$ cat config.mk
export PLATFORM = sky130hd
export DESIGN_NAME = fp_div_seq
export DESIGN_NICKNAME = d
export VERILOG_FILES = /design/src/rtl/fpu_pkg.sv /design/src/rtl/fp_div_special.sv /design/src/rtl/fp_div_seq.sv
export SDC_FILE = /design/constraint.sdc
export NUM_CORES = 1
export LEC_CHECK = 0
export ABC_AREA = 1
export CORE_UTILIZATION = 30
export DETAILED_ROUTE_END_ITERATION = 8
export GPL_TIMING_DRIVEN = 0
export PLACE_DENSITY = 0.49
export SLEW_MARGIN = 25
export SYNTH_ARGS = -nofsm -noshare
export SYNTH_HDL_FRONTEND = slang
export SYNTH_SLANG_ARGS = --single-unit
export TNS_END_PERCENT = 10
$ cat constraint.sdc
create_clock -name clk -period 6.55 [get_ports clk]
set_input_delay 1.965 -clock clk [delete_from_list [all_inputs] [get_ports clk]]
set_output_delay 1.965 -clock clk [all_outputs]
set_load 0.02 [all_outputs]
$ cat src/rtl/fpu_pkg.sv
// Shared FPU definitions: bfloat16 format constants, divider state encoding
// and iteration count.
package fpu_pkg;

  localparam int BF16_EXP_W  = 8;
  localparam int BF16_FRAC_W = 7;
  localparam int BF16_BIAS   = (1 << (BF16_EXP_W - 1)) - 1;

  // Quiet NaN: fraction MSB set, all other fraction bits clear.
  localparam logic [BF16_FRAC_W-1:0] BF16_NAN_FRAC = 7'h40;

  // Quotient bits produced: hidden bit, fraction, plus guard and sticky bits.
  localparam int DIV_ITERS = BF16_FRAC_W + 3;

  typedef enum logic [1:0] {
    IDLE   = 2'd0,
    DIVIDE = 2'd1,
    NORM   = 2'd2,
    DONE   = 2'd3
  } div_state_t;

endpackage

$ cat src/rtl/fp_div_special.sv
// Operand classifier for the divider: detects zero/inf/NaN combinations and
// produces the bypass result so they never enter the iterative path.
module fp_div_special
  import fpu_pkg::*;
#(
  parameter int EXP_WIDTH  = BF16_EXP_W,
  parameter int FRAC_WIDTH = BF16_FRAC_W
) (
  input  logic                  op1_sign,
  input  logic [EXP_WIDTH-1:0]  op1_exp,
  input  logic [FRAC_WIDTH-1:0] op1_frac,
  input  logic                  op2_sign,
  input  logic [EXP_WIDTH-1:0]  op2_exp,
  input  logic [FRAC_WIDTH-1:0] op2_frac,
  output logic                  is_special,
  output logic                  sp_sign,
  output logic [EXP_WIDTH-1:0]  sp_exp,
  output logic [FRAC_WIDTH-1:0] sp_frac,
  output logic                  sp_div_by_zero
);

  localparam logic [FRAC_WIDTH-1:0] NAN_FRAC = (FRAC_WIDTH == BF16_FRAC_W) ?
      FRAC_WIDTH'(BF16_NAN_FRAC) : {1'b1, {(FRAC_WIDTH-1){1'b0}}};

  logic a_zero, a_inf, a_nan;
  logic b_zero, b_inf, b_nan;

  assign a_zero = (op1_exp == '0);
  assign a_inf  = (op1_exp == '1) && (op1_frac == '0);
  assign a_nan  = (op1_exp == '1) && (op1_frac != '0);
  assign b_zero = (op2_exp == '0);
  assign b_inf  = (op2_exp == '1) && (op2_frac == '0);
  assign b_nan  = (op2_exp == '1) && (op2_frac != '0);

  always_comb begin
    is_special     = 1'b1;
    sp_sign        = op1_sign ^ op2_sign;
    sp_exp         = '0;
    sp_frac        = '0;
    sp_div_by_zero = 1'b0;
    if (a_nan || b_nan || (a_zero && b_zero) || (a_inf && b_inf)) begin
      sp_sign = 1'b0;
      sp_exp  = '1;
      sp_frac = NAN_FRAC;
    end else if (a_inf) begin
      sp_exp = '1;
    end else if (b_zero) begin
      sp_exp         = '1;
      sp_div_by_zero = 1'b1;
    end else if (a_zero || b_inf) begin
      sp_exp = '0;
    end else begin
      is_special = 1'b0;
    end
  end

endmodule

$ cat src/rtl/fp_div_seq.sv
// Iterative bfloat16 divider (restoring, one quotient bit per cycle).
// Define FP_DIV_ROUND_NEAREST_EN for round-to-nearest-even; default truncates.
module fp_div_seq
  import fpu_pkg::*;
#(
  parameter int EXP_WIDTH  = BF16_EXP_W,
  parameter int FRAC_WIDTH = BF16_FRAC_W
) (
  input  logic                  clk,
  input  logic                  rst,
  input  logic                  start_i,
  input  logic                  op1_sign,
  input  logic [EXP_WIDTH-1:0]  op1_exp,
  input  logic [FRAC_WIDTH-1:0] op1_frac,
  input  logic                  op2_sign,
  input  logic [EXP_WIDTH-1:0]  op2_exp,
  input  logic [FRAC_WIDTH-1:0] op2_frac,
  output logic                  busy_o,
  output logic                  done_o,
  output logic                  op3_sign,
  output logic [EXP_WIDTH-1:0]  op3_exp,
  output logic [FRAC_WIDTH-1:0] op3_frac,
  output logic                  overflow_o,
  output logic                  div_by_zero_o
);

  localparam int N  = FRAC_WIDTH + (DIV_ITERS - BF16_FRAC_W);
  localparam int CW = $clog2(N);
  localparam int EW = EXP_WIDTH + 2;
  localparam int MW = FRAC_WIDTH + 1;
  localparam int RW = FRAC_WIDTH + 2;
  localparam int BIAS = (EXP_WIDTH == BF16_EXP_W) ? BF16_BIAS : (1 << (EXP_WIDTH - 1)) - 1;
  localparam logic signed [EW-1:0] BIAS_E  = EW'(BIAS);
  localparam logic signed [EW-1:0] EXP_MAX = EW'((1 << EXP_WIDTH) - 1);

  div_state_t state_reg, state_next;
  logic [CW-1:0]         cnt_reg;
  logic [RW-1:0]         r_reg;
  logic [MW-1:0]         d_reg;
  logic [N-1:0]          q_reg;
  logic signed [EW-1:0]  exp_reg;
  logic                  sign_reg;
  logic                  op3_sign_reg;
  logic [EXP_WIDTH-1:0]  op3_exp_reg;
  logic [FRAC_WIDTH-1:0] op3_frac_reg;
  logic                  ovf_reg, dbz_reg;

  logic                  sp_is_special, sp_sign, sp_dbz;
  logic [EXP_WIDTH-1:0]  sp_exp;
  logic [FRAC_WIDTH-1:0] sp_frac;

  fp_div_special #(
    .EXP_WIDTH (EXP_WIDTH),
    .FRAC_WIDTH(FRAC_WIDTH)
  ) u_special (
    .op1_sign      (op1_sign),
    .op1_exp       (op1_exp),
    .op1_frac      (op1_frac),
    .op2_sign      (op2_sign),
    .op2_exp       (op2_exp),
    .op2_frac      (op2_frac),
    .is_special    (sp_is_special),
    .sp_sign       (sp_sign),
    .sp_exp        (sp_exp),
    .sp_frac       (sp_frac),
    .sp_div_by_zero(sp_dbz)
  );

  logic accept;
  assign accept = start_i && ((state_reg == IDLE) || (state_reg == DONE));

  // One restoring step: remainder always stays below twice the divisor.
  logic          q_bit;
  logic [MW-1:0] r_sub;
  logic [RW-1:0] r_step;
  assign q_bit  = (r_reg >= {1'b0, d_reg});
  assign r_sub  = q_bit ? MW'(r_reg - {1'b0, d_reg}) : r_reg[MW-1:0];
  assign r_step = {r_sub, 1'b0};

  logic                  norm_hi;
  logic [FRAC_WIDTH-1:0] mant;
  logic signed [EW-1:0]  e_pre, e_fin;
  logic [FRAC_WIDTH:0]   mant_rnd;
  logic                  round_inc;
  logic                  res_ovf, res_zero;

  assign norm_hi = q_reg[N-1];
  assign mant    = norm_hi ? q_reg[N-2:2] : q_reg[N-3:1];
  assign e_pre   = norm_hi ? exp_reg : exp_reg - EW'(1);

`ifdef FP_DIV_ROUND_NEAREST_EN
  logic guard, sticky;
  assign guard     = norm_hi ? q_reg[1] : q_reg[0];
  assign sticky    = (norm_hi & q_reg[0]) | (r_reg != '0);
  assign round_inc = guard & (sticky | mant[0]);
`else
  assign round_inc = 1'b0;
`endif

  assign mant_rnd = {1'b0, mant} + (FRAC_WIDTH+1)'(round_inc);
  assign e_fin    = mant_rnd[FRAC_WIDTH] ? e_pre + EW'(1) : e_pre;
  assign res_ovf  = !e_fin[EW-1] && (e_fin >= EXP_MAX);
  assign res_zero = e_fin[EW-1] || (e_fin == '0);

  always_comb begin
    state_next = state_reg;
    case (state_reg)
      IDLE, DONE: begin
        if (start_i)                state_next = sp_is_special ? DONE : DIVIDE;
        else if (state_reg == DONE) state_next = IDLE;
      end
      DIVIDE:  if (cnt_reg == CW'(N - 1)) state_next = NORM;
      NORM:    state_next = DONE;
      default: state_next = IDLE;
    endcase
  end

  always_ff @(posedge clk) begin
    if (!rst) begin
      state_reg    <= IDLE;
      cnt_reg      <= '0;
      r_reg        <= '0;
      d_reg        <= '0;
      q_reg        <= '0;
      exp_reg      <= '0;
      sign_reg     <= 1'b0;
      op3_sign_reg <= 1'b0;
      op3_exp_reg  <= '0;
      op3_frac_reg <= '0;
      ovf_reg      <= 1'b0;
      dbz_reg      <= 1'b0;
    end else begin
      state_reg <= state_next;
      ovf_reg   <= 1'b0;
      dbz_reg   <= 1'b0;
      if (accept) begin
        if (sp_is_special) begin
          op3_sign_reg <= sp_sign;
          op3_exp_reg  <= sp_exp;
          op3_frac_reg <= sp_frac;
          dbz_reg      <= sp_dbz;
        end else begin
          r_reg    <= {2'b01, op1_frac};
          d_reg    <= {1'b1, op2_frac};
          q_reg    <= '0;
          cnt_reg  <= '0;
          sign_reg <= op1_sign ^ op2_sign;
          exp_reg  <= EW'(op1_exp) - EW'(op2_exp) + BIAS_E;
        end
      end else if (state_reg == DIVIDE) begin
        r_reg   <= r_step;
        q_reg   <= {q_reg[N-2:0], q_bit};
        cnt_reg <= cnt_reg + 1'b1;
      end else if (state_reg == NORM) begin
        op3_sign_reg <= sign_reg;
        if (res_ovf) begin
          op3_exp_reg  <= '1;
          op3_frac_reg <= '0;
          ovf_reg      <= 1'b1;
        end else if (res_zero) begin
          op3_exp_reg  <= '0;
          op3_frac_reg <= '0;
        end else begin
          op3_exp_reg  <= e_fin[EXP_WIDTH-1:0];
          op3_frac_reg <= mant_rnd[FRAC_WIDTH-1:0];
        end
      end
    end
  end

  assign busy_o        = (state_reg == DIVIDE) || (state_reg == NORM);
  assign done_o        = (state_reg == DONE);
  assign op3_sign      = op3_sign_reg;
  assign op3_exp       = op3_exp_reg;
  assign op3_frac      = op3_frac_reg;
  assign overflow_o    = ovf_reg;
  assign div_by_zero_o = dbz_reg;

endmodule

== Word-level counts from Yosys, hierarchy flattened ==
Cells that the tools add are included.

* Flip-flop bits (word level): 62
* Logic and storage cells: 112
* Output and inout port bits: 20

* Multiplexer cells: 44
* Bitwise logic cells: 5
* Equality and inequality tests: 11
* Reduce and logical (&&, ||, !) cells: 33
* $lt $le $gt $ge: 2
* Add/subtract/negate cells: 5

{| class="wikitable"
|+ Operator list
! cell !! count
|-
| $mux W8 || 10
|-
| $mux W7 || 8
|-
| $mux W10 || 4
|-
| $mux W9 || 3
|-
| $eq A8 B8 Y1 const B || 2
|-
| $logic_not A8 Y1 || 2
|-
| $logic_not A7 Y1 || 2
|-
| $reduce_bool A7 Y1 || 2
|-
| $mux W4 || 3
|-
| $mux W1 || 11
|-
| $add A9 B8 Y10 const B || 1
|-
| $ge A10 B9 Y1 const B || 1
|-
| $logic_not A10 Y1 || 1
|-
| $sub A10 B2 Y10 const B || 1
|-
| $ge A9 B8 Y1 || 1
|-
| $sub A8 B8 Y9 || 1
|-
| $logic_and A1 B1 Y1 || 8
|-
| $mux W2 || 4
|-
| $ne A2 B2 Y1 const B || 4
|-
| $sub A8 B8 Y8 || 1
|-
| $logic_or A1 B1 Y1 || 7
|-
| $pmux W2 S3 || 1
|-
| $reduce_and A2 Y1 || 3
|-
| $reduce_or A5 Y1 || 1
|-
| 13 further kinds || 18
|}

== Logic depth before layout (Yosys ltp) ==
Gate-level depths: netlist of run 1.

* Word-level depth: 10
* Mapped depth: 15

== By module ==
From an unflattened synthesis of run 1, not the netlist that was laid out.

* Cell total of the unflattened synthesis: 663
* Area, all modules: 4,399.2 um^2

{| class="wikitable"
|+ By module, submodules not included
! module !! instances !! cells each !! area an instance (um^2)
|-
| fp_div_seq || 1 || 578 || 3,966.3
|-
| fp_div_special || 1 || 85 || 432.9
|}

== Worst setup path after synthesis of run 1 ==
No wires, ideal clock.

* Path type: input-to-reg
* From: in op1_exp[0]
* To: reg exp_reg[8]
* Setup slack: 2,881 ps
* Stages: 15
* Buffers on the path: 0
* Arrival time: 3,535 ps
* Cell sequence: inv_1 > ha_1 > inv_1 > fa_1 > inv_1 > ha_1 > inv_1 > nor2_1 > nand3_1 > nor2_1 > nor2_1 > nand2_1 > nand3_1 > nand2_1 > nor2_1

* Word-level cells in the longest chain between the ends: 8

{| class="wikitable"
|+ RTL lines
! what !! line !! RTL
|-
| start: declaration || fp_div_seq.sv:13 || <nowiki>input logic [EXP_WIDTH-1:0] op1_exp,</nowiki>
|-
| branches (longest 8 deep; another with $add A9 B8 Y10) || -- ||
|-
| end signal: assignment || fp_div_seq.sv:148 || <nowiki>exp_reg <= EW'(op1_exp) - EW'(op2_exp) + BIAS_E;</nowiki>
|-
| end: declaration || fp_div_seq.sv:41 || <nowiki>logic signed [EW-1:0] exp_reg;</nowiki>
|}

Several ways; the timed one is not identified.
A chain may end at the register's enable or synchronous reset.

== Worst setup path after layout of run 1 ==
Ends and elaborated chain as after synthesis.

==> results of run 1 <==
cells by family (layout without fill, tap and decap cells):
logic type / Yosys count / count (layout) / synth area share
buffers and inverters: 99 / 168 / 0.107
AO/OA/AOI/OAI: 126 / 126 / 0.174
flip-flops: 62 / 62 / 0.290
adder cells (fa/ha/maj): 25 / 25 / 0.0765
XOR/XNOR: 13 / 13 / 0.0266
AND/OR/NAND/NOR: 311 / 311 / 0.327
per-layer routing:
layer | up-vias | global-route usage | wire [um]
li1 | 2203 | - | -
met1 | 1874 | 0.220 | 5750
met2 | 76 | 0.284 | 5440
met3 | 16 | 0.0352 | 445
met4 | 0 | 0.0594 | 178
met5 | - | 0 | 0
worst paths after layout:
kind                                   start          to  slack, ps  cells past startpoint
worst max-delay path              op1_exp[0]  exp_reg[8]       2520                     16
worst max register to register  state_reg[0]    r_reg[3]       4190                      7
worst min register to register    cnt_reg[3]  cnt_reg[3]        460                      2
worst min-delay path              cnt_reg[3]  cnt_reg[3]        460                      2
area by class of cell:
type	instances	area [um2]	share of cell area
repair buffers	53	531	0.0989
flip-flops and latches	62	1240	0.231
well taps	180	225	0.0420
inverters	79	307	0.0572
clock buffers	10	239	0.0446
plain buffers	20	150	0.0280
multi-input cells	475	2580	0.482
clock inverters	6	85.1	0.0159
through the flow:
step	cells	worst slack (ps)	hold WS [ps]
after global routing	885	2280	482
after floorplan	636	2880	434
after CTS	885	2510	464
after global placement	869	2170	450
after detailed placement	869	2150	455
final	885	2520	461
Yosys cell counts (3+ instances only):
| cell | n |
|---|---|
| nand3b_1 | 4 |
| nand2_2 | 12 |
| o21bai_1 | 10 |
| nor2_2 | 7 |
| nand3_1 | 36 |
| a21oi_1 | 54 |
| xnor2_1 | 7 |
| o211ai_1 | 4 |
| o21ai_2 | 3 |
| o21ai_1 | 5 |
| nor2_1 | 73 |
| ha_1 | 23 |
| buf_2 | 3 |
| nand2_1 | 148 |
| nand4_1 | 14 |
| nor3_1 | 5 |
| inv_1 | 72 |
| xor2_1 | 6 |
| buf_12 | 3 |
| a21oi_2 | 12 |
| o21ai_0 | 30 |
| inv_2 | 4 |
| a211oi_1 | 3 |
| clkbuf_1 | 10 |
| dfxtp_1 | 62 |
critical path, cell delays in order:
cell and delay, ps:
clkdlybuf4s50_1 500, inv_1 60, ha_1 180, inv_1 100, fa_1 410, inv_1 80, ha_1 170, inv_1 40
nor2_1 140, nand3_1 130, nor2_1 170, nor2_1 70, nand2_1 50, nand3_1 60, nand2_1 60, nor2_1 30
power breakdown:
| part | total, mW | switching (mW) | internal (mW) |
|---|---|---|---|
| clock | 0.517 | 0.175 | 0.342 |
| combinational | 1.38 | 0.850 | 0.533 |
| sequential | 0.571 | 0.0829 | 0.488 |
==> summary.txt, run 1 <==
fin. max-slew vios -> 0
post-synthesis cell count -> 636
share of layout cells above drive strength 1 -> 0.108
final antenna-violating net count -> 0
row cnt -> 43
number of synthesized flops with an enable pin -> 0
starting DRC count in detailed routing -> 215
die area -> 0.0148 mm2
Total GRT Usage -> 0.172
chip width -> 121 um
Core Area -> 0.0139 mm2
Filler cells -> 1,500
mapped cell area -> 0.00428 mm2
PD cells -> 461 mW/mm2
Max Fclk -> 248 MHz
pin count of the biggest net entering global routing -> 12
Clock Skew -> 3.68 ps
placed wire-length estimate -> 9.20 mm
Post-Route WL -> 11.8 mm
Tcrit/Tclk final -> 0.616
P_leak -> 2.33 nW
clock-pin slew on the worst setup and hold paths -> 50 ps
first-pass GRT wire length -> 19.4 mm
critical path class -> input pin to register
leading cell type in the layout, fill and taps excluded -> nand2_1
vias after detailed routing -> 4,169
CP startpoint kind -> input pin
H-tree Lvls -> 3
setup bufs post-CTS -> 0
Vias/cell -> 4.71
Worst-Skew Late Latency -> 340 ps
Pre-Repair DR Iteration Count -> 4
sequential cell area fraction in the yosys report -> 0.290
RSZ-0062 raised after global routing -> false
port bufs -> 53
asr flop ratio synth -> 0
Final Instance Area -> 0.00536 mm2
ranking of synthesized cells by area -> dfxtp_1 (29%), nand2_1 (13%), ha_1 (6.7%)
initial antenna violation count -> 0
# resized after CTS -> 0
Final Util -> 0.386
total power -> 2.47 mW
Max-Cap Viols -> 0
outcome -> finished clean
vias in the first global route -> 3,989
RePlAce Congestion -> 0.822
Fin. Hold Viols -> 0
leading area contributor after synthesis -> dfxtp_1
Root Driver -> clkbuf_16
share of the synthesized area in the top cell type -> 0.290
commonest cells after routing, fill and taps aside -> nand2_1 (148), nor2_1 (73), inv_1 (72)
Ys Warns -> 0
hold buffers post-CTS -> 0
Yosys reg bits -> 62
clk buf depth -> 2
Worst slew margin -> 0.478
DRC Markers -> 0
Syn Area/Cell -> 6.73 um2
endpoint type of the worst setup path -> register
Yosys cell types -> 43
minimum clock period -> 4030 ps
number of nets in the layout -> 760
n_diodes -> 0
final setup TNS -> 0 ps
wire per inst -> 13.3 um
DIE HEIGHT -> 121 um
syn_nets -> 696
Top FF cell, synth -> dfxtp_1
Req. time, crit path -> 6750 ps
worst vdd ir -> 0.203 mV
Area growth, synth to finish -> 25.2%
Final setup violation count -> 0
GRT overflow -> 0
I/O pins -> 55
CP Max Fanout -> 3
CTS tree -> done
Post-DP Area -> 0.00504 mm2
Starting Density -> 0.309
HP Class -> register to register
worst endpoint data arrival time -> 4230 ps
CTS Buf Count -> 9
CTS sink count -> 62
Worst Max-Slew Pin Slew -> 783 ps
No activity file was read; power rests on OpenSTA's default activity.
==> inputs of run 2 (changes only) <==
==> constraint.sdc (replaced) <==
create_clock -name clk -period 3.95 [get_ports clk]
set_input_delay 1.185 -clock clk [delete_from_list [all_inputs] [get_ports clk]]
set_output_delay 1.185 -clock clk [all_outputs]
set_load 0.02 [all_outputs]
==> results of run 2 <==
Same layout as run 1 (identical final DEF). Status: finished clean.
Main changes from that run: setup slack after placement 2150 ps -> 334 ps; setup slack after layout 2520 ps -> 696 ps; register-to-register setup slack 4190 ps -> 1590 ps; total power 2.47 mW -> 4.10 mW; worst IR drop on VDD 0.203 mV -> 0.337 mV
==> inputs of run 3 (changes only) <==
==> constraint.sdc (replaced) <==
create_clock -name clk -period 3 [get_ports clk]
set_input_delay 0.9 -clock clk [delete_from_list [all_inputs] [get_ports clk]]
set_output_delay 0.9 -clock clk [all_outputs]
set_load 0.02 [all_outputs]
==> summary.txt, run 3 (same netlist as run 1, synthesis figures left out) <==
outcome -> finished clean (unchanged)
area of the multi-input gates -> 0.00263 mm2 (was 0.00258 mm2)
vias in the first global route -> 3,989 (unchanged)
Fin. Hold Viols -> 0 (unchanged)
worst vdd ir -> 0.442 mV (was 0.337 mV)
CTS Buf Count -> 9 (unchanged)
Worst-Skew Late Latency -> 340 ps (about the same)
Max-Cap Viols -> 0 (unchanged)
Worst Max-Slew Pin Slew -> 803 ps (was 783 ps)
starting DRC count in detailed routing -> 187 (was 215)
port bufs -> 53 (unchanged)
critical path class -> input pin to register (unchanged)
Vias/cell -> 4.74 (was 4.71)
initial antenna violation count -> 0 (unchanged)
Root Driver -> clkbuf_16 (unchanged)
CP max stage delay -> 520 ps (was 500 ps)
pin count of the biggest net entering global routing -> 12 (unchanged)
Final Util -> 0.391 (was 0.386)
Final setup violation count -> 0 (unchanged)
clk buf depth -> 2 (unchanged)
Setup WS post-layout -> 193 ps (was 696 ps)
CP Max Fanout -> 3 (unchanged)
n_diodes -> 0 (unchanged)
Post-Route WL -> 11.9 mm (was 11.8 mm)
final cell count without fillers -> 887 (was 885)
CP cell instances -> clkdlybuf4s50_1, ha_1, inv_2, fa_2, nand3_1, nand3_1, xnor2_2, nand3_2, nor2_4, nand2_1, nand2_1, nand3_1, a21oi_1 (was clkdlybuf4s50_1, inv_1, ha_1, inv_1, fa_1, inv_1, ha_1, inv_1, nor2_1, nand3_1, nor2_1, nor2_1, nand2_1, nand3_1, nand2_1, nor2_1)
minimum clock period -> 2810 ps
total power -> 5.42 mW (was 4.10 mW)
leading cell type in the layout, fill and taps excluded -> nand2_1 (unchanged)
share of layout cells above drive strength 1 -> 0.124 (was 0.108)
Area growth, synth to finish -> 26.6% (was 25.2%)
endpoint type of the worst setup path -> register (unchanged)
first-pass GRT wire length -> 19.4 mm (unchanged)
register cell area after layout -> 0.00124 mm2 (unchanged)
PD cells -> 999 mW/mm2 (was 764 mW/mm2)
Pre-Repair DR Iteration Count -> 4 (unchanged)
Clock Skew -> 3.58 ps (was 3.68 ps)
DIE HEIGHT -> 121 um (unchanged)
Place WS -> -331 ps (was 334 ps)
clock-pin slew on the worst setup and hold paths -> 50 ps (about the same)
final antenna-violating net count -> 0 (unchanged)
chip width -> 121 um (unchanged)
fin. max-slew vios -> 0 (unchanged)
Total GRT Usage -> 0.172 (unchanged)
worst endpoint data arrival time -> 3070 ps (was 3450 ps)
number of nets in the layout -> 762 (was 760)
placed wire-length estimate -> 9.20 mm (unchanged)
Worst slew margin -> 0.464 (was 0.478)
row cnt -> 43 (unchanged)
Req. time, crit path -> 3260 ps (was 4150 ps)
P_leak -> 2.35 nW (was 2.33 nW)
RePlAce Congestion -> 0.822 (unchanged)
HP Class -> register to register (unchanged)
Core Area -> 0.0139 mm2 (unchanged)
critical path's slowest cell -> clkdlybuf4s50_1 (unchanged)
H-tree Lvls -> 3 (unchanged)
Tcrit/Tclk final -> 0.936
vias after detailed routing -> 4,208 (was 4,169)
Max Fclk -> 356 MHz
DP Cell Count -> 869 (unchanged)
DRC Markers -> 0 (unchanged)
CTS sink count -> 62 (unchanged)
Starting Density -> 0.309 (unchanged)
I/O pins -> 55 (unchanged)
Worst path most repeated cell -> nand3_1
GRT overflow -> 0 (unchanged)
die area -> 0.0148 mm2 (unchanged)
CP startpoint kind -> input pin (unchanged)
wire per inst -> 13.4 um (was 13.3 um)
CTS tree -> done (unchanged)
commonest cells after routing, fill and taps aside -> nand2_1 (148), inv_1 (71), nor2_1 (70) (was nand2_1 (148), nor2_1 (73), inv_1 (72))
RSZ-0062 raised after global routing -> false (unchanged)
Filler cells -> 1,493 (was 1,500)
run 3: worst paths after layout:
check	depth (start not counted)	slack (ps)	startpoint	endpoint
max reg2reg	7	630	state_reg[0]	op3_frac[1]
min	2	460	cnt_reg[3]	cnt_reg[3]
min reg2reg	2	460	cnt_reg[3]	cnt_reg[3]
max	13	190	op2_exp[0]	exp_reg[9]
run 3: routing by layer:
| layer | up-vias | share of wire | wire length [um] | track usage |
|---|---|---|---|---|
| met2 | 76 | 0.47 | 5540 | 0.284 |
| met1 | 1909 | 0.48 | 5730 | 0.220 |
| met5 | - | 0 | 0 | 0 |
| met3 | 14 | 0.037 | 441 | 0.0352 |
| li1 | 2209 | - | - | - |
| met4 | 0 | 0.013 | 154 | 0.0594 |
run 3: repair_timing:
action | 4_1_cts | 5_1_grt
setup endpoints to repair | 0 | 5
gates resized for setup | 0 | 12
setup buffers | 0 | 2
hold buffers | 0 | 0
endpoints found under the hold margin | 0 | 0
run 3: worst max-delay path, delay by kind of cell:
family	cells	cell delay, ps
AOI/OAI and AO/OA	1	120
xor gates and xnor gates	1	250
adders and majority gates	2	530
buffers and inverters	2	570
and+or+nand+nor	7	690
run 3: area by class of cell:
type	count	area share
multi-input combinational	475	0.485
buffer	20	0.0277
clock buffer	10	0.0441
timing repair buffer	55	0.101
clock inverter	6	0.0157
tap	180	0.0415
sequential	62	0.229
inverter	79	0.0565
run 3: power by group:
group,switching (mW),internal [mW]
Clock,0.383,0.746
Combinational,1.87,1.17
Sequential,0.181,1.07
Total,2.44,2.98
run 3: per-stage QoR:
| stage | cell area, um2 | setup TNS [ps] | hold slack, ps |
|---|---|---|---|
| finish | 5420 | 0 | 461 |
| global placement | 5040 | -1310 | 450 |
| floorplan | 4280 | 0 | 434 |
| CTS | 5360 | 0 | 464 |
| detailed placement | 5040 | -1360 | 455 |
| global route | 5420 | 0 | 482 |
